$ cat config.mk
export PLATFORM = sky130hd
export DESIGN_NAME = scan_chain_ctrl
export DESIGN_NICKNAME = d
export VERILOG_FILES = /design/src/rtl/scan_chain_ctrl.sv
export SDC_FILE = /design/constraint.sdc
export NUM_CORES = 1
export LEC_CHECK = 0
export BUFFER_PORTS_ARGS = -buffer_cell sky130_fd_sc_hd__buf_2
export CAP_MARGIN = 25
export CORE_MARGIN = 4
export CORE_UTILIZATION = 50
export DETAILED_ROUTE_END_ITERATION = 8
export PLACE_DENSITY = 0.75
export SLEW_MARGIN = 20
export SYNTH_ARGS = -nofsm -noshare
export SYNTH_HDL_FRONTEND = slang
export SYNTH_SLANG_ARGS = --single-unit
$ cat constraint.sdc
create_clock -name CLK -period 1.7 [get_ports CLK]
set_input_delay 0.17 -clock CLK [delete_from_list [all_inputs] [get_ports CLK]]
set_output_delay 0.17 -clock CLK [all_outputs]
set_load 0.03 [all_outputs]
$ cat src/rtl/scan_chain_ctrl.sv
// Scan-test sequencer: shifts a parallel pattern into one scan chain, runs a
// functional capture window, then shifts the response back out as a parallel word.
module scan_chain_ctrl #(
    parameter int CHAIN_LEN      = 16,
    parameter int CAPTURE_CYCLES = 1
) (
    input  logic                 CLK,
    input  logic                 RSTB,
    input  logic                 start,
    input  logic                 abort,
    input  logic [CHAIN_LEN-1:0] load_data,
    input  logic                 scan_out,
    output logic                 scan_en,
    output logic                 scan_in,
    output logic                 chain_clk_en,
    output logic                 busy,
    output logic                 done,
    output logic [CHAIN_LEN-1:0] unload_data
);

    // Sized for the chain; widened only when a short chain has a long capture window.
    localparam int LEN_W = $clog2(CHAIN_LEN + 1);
    localparam int CAP_W = $clog2(CAPTURE_CYCLES + 1);
    localparam int CNT_W = (LEN_W > CAP_W) ? LEN_W : CAP_W;

    localparam logic [CNT_W-1:0] SHIFT_LAST = CNT_W'(CHAIN_LEN - 1);
    localparam logic [CNT_W-1:0] CAP_LAST   = CNT_W'(CAPTURE_CYCLES - 1);

    typedef enum logic [2:0] {
        IDLE,
        SHIFT_IN,
        CAPTURE,
        SHIFT_OUT,
        DONE
    } state_t;

    state_t               state, state_nxt;
    logic [CNT_W-1:0]     cnt, cnt_nxt;
    logic [CHAIN_LEN-1:0] load_sr, load_sr_nxt;
    logic [CHAIN_LEN-1:0] unload_sr, unload_sr_nxt;
    logic [CHAIN_LEN-1:0] unload_data_nxt;
    logic                 scan_en_nxt, scan_in_nxt, chain_clk_en_nxt, busy_nxt, done_nxt;
    logic [1:0]           rst_sync;
    logic                 run_ok;

    // Reset asserts asynchronously; release is held off two edges before start is honoured.
    always_ff @(posedge CLK or negedge RSTB) begin
        if (!RSTB) begin
            rst_sync <= 2'b00;
        end else begin
            rst_sync <= {rst_sync[0], 1'b1};
        end
    end

    assign run_ok = rst_sync[1];

    always_comb begin
        state_nxt       = state;
        cnt_nxt         = cnt;
        load_sr_nxt     = load_sr;
        unload_sr_nxt   = unload_sr;
        unload_data_nxt = unload_data;

        case (state)
            IDLE: begin
                if (run_ok && start && !abort) begin
                    load_sr_nxt = load_data;
                    cnt_nxt     = '0;
                    state_nxt   = SHIFT_IN;
                end
            end
            SHIFT_IN: begin
                if (abort) begin
                    state_nxt = IDLE;
                end else begin
                    load_sr_nxt = {1'b0, load_sr[CHAIN_LEN-1:1]};
                    if (cnt == SHIFT_LAST) begin
                        cnt_nxt   = '0;
                        state_nxt = CAPTURE;
                    end else begin
                        cnt_nxt = cnt + 1'b1;
                    end
                end
            end
            CAPTURE: begin
                if (abort) begin
                    state_nxt = IDLE;
                end else if (cnt == CAP_LAST) begin
                    cnt_nxt   = '0;
                    state_nxt = SHIFT_OUT;
                end else begin
                    cnt_nxt = cnt + 1'b1;
                end
            end
            SHIFT_OUT: begin
                if (abort) begin
                    state_nxt = IDLE;
                end else begin
                    // scan_out is the pre-edge Q of cell 0, so cell 0 lands in bit 0 last.
                    unload_sr_nxt = {scan_out, unload_sr[CHAIN_LEN-1:1]};
                    if (cnt == SHIFT_LAST) begin
                        cnt_nxt         = '0;
                        unload_data_nxt = unload_sr_nxt;
                        state_nxt       = DONE;
                    end else begin
                        cnt_nxt = cnt + 1'b1;
                    end
                end
            end
            DONE: begin
                state_nxt = IDLE;
            end
            default: begin
                state_nxt = IDLE;
            end
        endcase

        // Outputs are decoded from the next state and registered with it.
        scan_en_nxt      = (state_nxt == SHIFT_IN) || (state_nxt == SHIFT_OUT);
        chain_clk_en_nxt = (state_nxt == SHIFT_IN) || (state_nxt == CAPTURE) ||
                           (state_nxt == SHIFT_OUT);
        busy_nxt         = chain_clk_en_nxt;
        done_nxt         = (state_nxt == DONE);
        scan_in_nxt      = (state_nxt == SHIFT_IN) ? load_sr_nxt[0] : 1'b0;
    end

    always_ff @(posedge CLK or negedge RSTB) begin
        if (!RSTB) begin
            state        <= IDLE;
            cnt          <= '0;
            load_sr      <= '0;
            unload_sr    <= '0;
            unload_data  <= '0;
            scan_en      <= 1'b0;
            scan_in      <= 1'b0;
            chain_clk_en <= 1'b0;
            busy         <= 1'b0;
            done         <= 1'b0;
        end else begin
            state        <= state_nxt;
            cnt          <= cnt_nxt;
            load_sr      <= load_sr_nxt;
            unload_sr    <= unload_sr_nxt;
            unload_data  <= unload_data_nxt;
            scan_en      <= scan_en_nxt;
            scan_in      <= scan_in_nxt;
            chain_clk_en <= chain_clk_en_nxt;
            busy         <= busy_nxt;
            done         <= done_nxt;
        end
    end

endmodule

* Yosys cells after proc, flatten, opt, wreduce, memory -nomap -nowiden *
Index checks and enable logic that the tools add are counted.

word-level totals
  ROM bits = 0
  memories = 0
  flip-flop bits (word level) = 62
  memory bits (writable) = 0
  logic and storage cells = 58
  bits in latches = 0

cells by class
  bitwise gates (word level) = 1
  $add $sub $neg = 1
  equality and inequality tests = 12
  reduce and logical (&&, ||, !) cells = 15
  mux-type cells = 18
  div/mod/pow operators = 0
  multiply operators = 0
  shift operators = 0
  $lt $le $gt $ge = 0

operators with widths
  kind                                                              number
  16-bit two-way mux                                                2
  16-bit one-hot mux with 2 select lines                            1
  5-bit two-way mux                                                 5
  3-bit two-way mux                                                 7
  5-bit one-hot mux with 3 select lines                             1
  3-bit by 2-bit == test with 1-bit output (second input constant)  4
  3-bit one-hot mux with 4 select lines                             1
  2-bit inequality test (second input constant)                     4
  3-bit by 1-bit == test with 1-bit output (second input constant)  2
  3-bit AND reduction                                               2
  5-bit by 1-bit adder with 5-bit output (second input constant)    1
  5-bit by 4-bit == test with 1-bit output (second input constant)  1
  5-bit zero test                                                   1
  4-bit AND reduction                                               1
  3-bit == test (second input constant)                             1
  3-bit zero test                                                   1
  1-bit logical OR                                                  3
  3-bit nonzero test                                                1
  1-bit logical AND                                                 2
  2-bit AND reduction                                               1
  2-bit nonzero test                                                1
  2-bit OR reduction                                                1
  1-bit zero test                                                   1
  1-bit two-way mux                                                 1
  1-bit NOT                                                         1

* Logic depth before layout (Yosys ltp) *
  depth after elaboration = 7
  gate-level depth with buffers = 6
  gate-level depth less buffers = 6

* Least setup slack after synthesis *
No wires, ideal clock.

  path type = reg-to-reg
  start point = register cnt[0]
  end point = register unload_data[0]
  library setup time = 0.128 ns
  required time = 1.572 ns
  buffers on the path = 1
  path slack = -0.160 ns
  cell stages (with the launch flop) = 7
  data arrival time = 1.733 ns
  cell sequence = dfrtp_1 ha_1 and3_1 ha_1 nand4_4 buf_2 mux2_1

between the ends
  cells in the longest elaborated chain, start to end = 2

RTL lines
  what                                      RTL line  source
  start: declaration                        38        logic [CNT_W-1:0] cnt, cnt_nxt;
  start signal: assignment                  141       cnt <= cnt_nxt;
  5-bit by 4-bit == test with 1-bit output  101       if (cnt == SHIFT_LAST) begin
  3-bit AND reduction (no source line)      --
  end signal: assignment                    144       unload_data <= unload_data_nxt;
  end: declaration                          18        output logic [CHAIN_LEN-1:0] unload_data

No other way between the ends.
A chain may end at the register's enable or synchronous reset.

* Worst setup path after layout *
Same ends and word-level chain as after synthesis.

==> metrics.md <==
| Metric | Value |
|---|---|
| Number of filler cells placed in the layout | `around 400` |
| Aggregate global-route resource usage | `~17%` |
| Highest fanout seen on the critical path | `4` |
| Switching power | `approximately 0.00078 W` |
| Total Wirelength | `around 4600 µm` |
| Number of maximum-capacitance constraint violations | `0` |
| Setup Slack @ Placement | `-0.1288 ns` |
| Share of synthesized area occupied by flip-flops and latches | `roughly three fifths` |
| EDFF count, synth | `0` |
| Switching fraction of total power | `between 20 and 25%` |
| Hold Worst Slack | `between 0.05 and 0.06 ns` |
| Tcrit/Tclk final | `around 96%` |
| Average vias per placed instance | `5.180` |
| Yosys synthesis warning count | `0` |
| Number of antenna violations at the first check in global routing | `0` |
| Post-synthesis instance area | `between 2000 and 3000 µm²` |
| Area growth from synthesis to layout | `26.31%` |
| Fmax | `approximately 610 MHz` |
| Via count | `1725` |
| Total I/O pin count | `42` |
| Clock tree root driver cell | `sky130_fd_sc_hd__clkbuf_8` |
| Maximum number of pins on one net before global-route repair | `a little over 60` |
| Setup TNS | `0 ns` |
| Source-to-sink clock delay at the later pin of the worst-skew pair | `approximately 0.34 ns` |
| Synth Register Bits | `61` |
| Initial DRC Count | `78` |
| Internal portion of total power | `roughly 0.0024 W` |
| Share of power burned in registers | `a little over 50%` |
| Peak supply drop | `a little under 0.5 mV` |
| Largest clock skew in the final design | `0.004901 ns` |
| TritonCTS clock tree | `yes` |
| Endpoints failing setup | `0` |
| Effective utilization at floorplan | `a little over half` |
| Worst Setup Slack, final | `0.06149 ns` |
| Diode insertion count for antenna repair | `0` |
| Total Nets Final | `286` |
| CTS max path bufs | `2` |
| Wire length of the first global-routing pass | `about 8200 µm` |
| Share of flip-flops with an asynchronous set or reset after synthesis | `100.0%` |
| Power share of the clock group | `38.7%` |
| Vias in the first global route | `1831` |
| X dimension of the die | `about 80 µm` |
| Layout cell share with drive strength beyond 1 | `a little under two fifths` |
| Number of failing hold endpoints at the final stage | `0` |
| Number of port buffers | `41` |
| CTS H-Tree Depth | `3` |
| Post-detailed-route wirelength per cell | `roughly 14 µm` |
| Core Area | `between 4000 and 5000 µm²` |
| CP Capture Type | `flip-flop` |
| Type of the worst setup path | `flip-flop to flip-flop` |
| Total nets after synthesis | `~230` |
| Leakage power summed over all cells | `approximately 1.7 nW` |
| CTS clock-pin slew for the worst setup and hold paths | `approximately 0.07 ns` |
| Most common cell after layout, fill and taps aside | `sky130_fd_sc_hd__dfrtp_1` |
| Synth Flop Type | `sky130_fd_sc_hd__dfrtp_1` |
| Drt drc | `0` |
| Comb power frac | `between 10% and 20%` |
| Clock sink count | `61` |
| Final weighted congestion of routability-driven global placement | `roughly 0.77` |
| Chip height | `roughly 80 µm` |
| Pre-antenna DRT Iters | `4` |
| Time the final worst path needs with I/O delays and setup | `roughly 1.6 ns` |
| Gate Count Post-Synth | `202` |
| Worst min-delay path category | `input port to flip-flop` |
| Areal power density over the cells | `between 900 and 1000 nW/µm²` |
| Count of cell types in the netlist | `39` |
| Arrival time at the worst endpoint | `1.86 ns` |
| Outcome | `finished, final reports clean` |
| Clock buffer count from CTS | `9` |
| HPWL reported at the end of detailed placement | `3081 µm` |
| Commonest non-fill, non-tap cells in the layout | `61 x sky130_fd_sc_hd__dfrtp_1, 41 x sky130_fd_sc_hd__buf_2, 37 x sky130_fd_sc_hd__nand2_1, 18 x sky130_fd_sc_hd__mux2_1, 14 x sky130_fd_sc_hd__a22oi_1` |
| Startpoint type of the worst setup path | `flip-flop` |
| Required time at the endpoint of the critical path | `about 1.9 ns` |
| Rows | `25` |
| Max Transition Viols Final | `0` |
| Die Area | `approximately 6300 µm²` |
| Antenna-violating nets left | `0` |
| Global route overflow | `0` |
| Syn Area/Cell | `~13 µm²` |
[power by group through the flow]
stage | registers, W | clock network (W) | logic (W)
global route | 0.00163 | 0.00133 | 0.000374
floorplan | 0.00164 | 0 | 0.000161
detailed placement | 0.00164 | 0 | 0.000287
CTS | 0.00161 | 0.00127 | 0.000290
global placement | 0.00164 | 0 | 0.000276
finish | 0.00162 | 0.00123 | 0.000323
[synth_stat cells (2+ instances only)]
master	instances	area, µm²
sky130_fd_sc_hd__buf_6	2	22.52
sky130_fd_sc_hd__and3_1	2	12.51
sky130_fd_sc_hd__buf_4	2	15.01
sky130_fd_sc_hd__buf_2	5	25.02
sky130_fd_sc_hd__a22oi_1	14	105.1
sky130_fd_sc_hd__nand2b_1	3	18.77
sky130_fd_sc_hd__nor2_1	3	11.26
sky130_fd_sc_hd__dfrtp_1	61	1526
sky130_fd_sc_hd__a22o_1	3	26.28
sky130_fd_sc_hd__mux2_1	18	202.7
sky130_fd_sc_hd__mux2_2	13	146.4
sky130_fd_sc_hd__nand2_1	37	138.9
sky130_fd_sc_hd__ha_1	4	50.05
sky130_fd_sc_hd__o21ai_0	3	15.01
sky130_fd_sc_hd__a21o_1	2	15.01
sky130_fd_sc_hd__inv_1	7	26.28
[final cells by class]
cell class	instances	area (µm²)	share of cell area, %
repair buffers	57	372.9	11.58
clock inverters	3	17.52	0.5441
clock buffers	13	178.9	5.558
inverters	8	32.53	1.010
multi-input cells	124	1007	31.29
well taps	67	83.83	2.604
flip-flops and latches	61	1526	47.42
[flip-flops by register name, summed over array words and instances, names as in the netlist]
signal	count
done	1
rst_sync	2
scan_in	1
load_sr	16
unload_sr	15
cnt	5
busy	1
scan_en	1
unload_data	16
state	3
[worst max-delay path: stages (launching register included)]
cell and delay [ns]:
sky130_fd_sc_hd__dfrtp_1 0.37, sky130_fd_sc_hd__ha_2 0.19, sky130_fd_sc_hd__and3_4 0.21, sky130_fd_sc_hd__ha_4 0.16, sky130_fd_sc_hd__nand4_4 0.10, sky130_fd_sc_hd__buf_4 0.19
sky130_fd_sc_hd__mux2_1 0.30
[metrics by stage]
step	power (W)	instance area (µm²)	utilization, %	cells
5_1_grt	0.003331	3219	66.83	333
2_1_floorplan	0.001799	2557	-	202
3_5_place_dp	0.001928	2893	60.05	313
6_report	0.003167	3219	66.83	333
4_1_cts	0.003170	3149	65.38	333
3_3_place_gp	0.001913	2893	60.05	313
[metal layers]
metal  up-vias  track usage (%)  routed length (µm)  share of wire [%]
met2        45            26.60                2201                 48
li1        817                -                   -                  -
met1       852            20.89                2050                 44
met3        11            5.869                 254                5.5
met5         -                0                   0                  0
met4         0            9.450                 125                2.7
[final timing paths]
check                      cells after the start                          to                   from  slack [ns]
min                                            2          state[1]$_DFF_PN0_                  abort        0.05
min in group asynchronous                      3     load_sr[15]$_DFFE_PN0P_                   RSTB        0.36
max                                            6  unload_data[0]$_DFFE_PN0P_     cnt[0]$_DFFE_PN0P_        0.06
min reg2reg                                    0       rst_sync[1]$_DFF_PN0_  rst_sync[0]$_DFF_PN0_        0.35
max reg2reg                                    6  unload_data[0]$_DFFE_PN0P_     cnt[0]$_DFFE_PN0P_        0.06
max in group asynchronous                      3          cnt[4]$_DFFE_PN0P_                   RSTB        1.07
[cell families after synthesis]
| logic type | synth area share (%) |
|---|---|
| flip-flops | 59.89 |
| AND/OR/NAND/NOR | 11.00 |
| multiplexers | 14.09 |
| AO/OA/AOI/OAI | 8.935 |
| buffers and inverters | 3.632 |
| adder cells (fa/ha/maj) | 1.964 |
| other | 0.1471 |
| XOR/XNOR | 0.3437 |
[what timing repair did]
item / 4_1_cts / 5_1_grt
hold buffers: 1 / 0
gates cloned: 0 / 0
buffers inserted: 3 / 0
hold endpoints to repair: 61 / 0
gates resized for setup: 3 / 13
setup endpoints to repair: 19 / 18
pin swaps: 0 / 2
No activity file was read; power rests on OpenSTA's default activity.
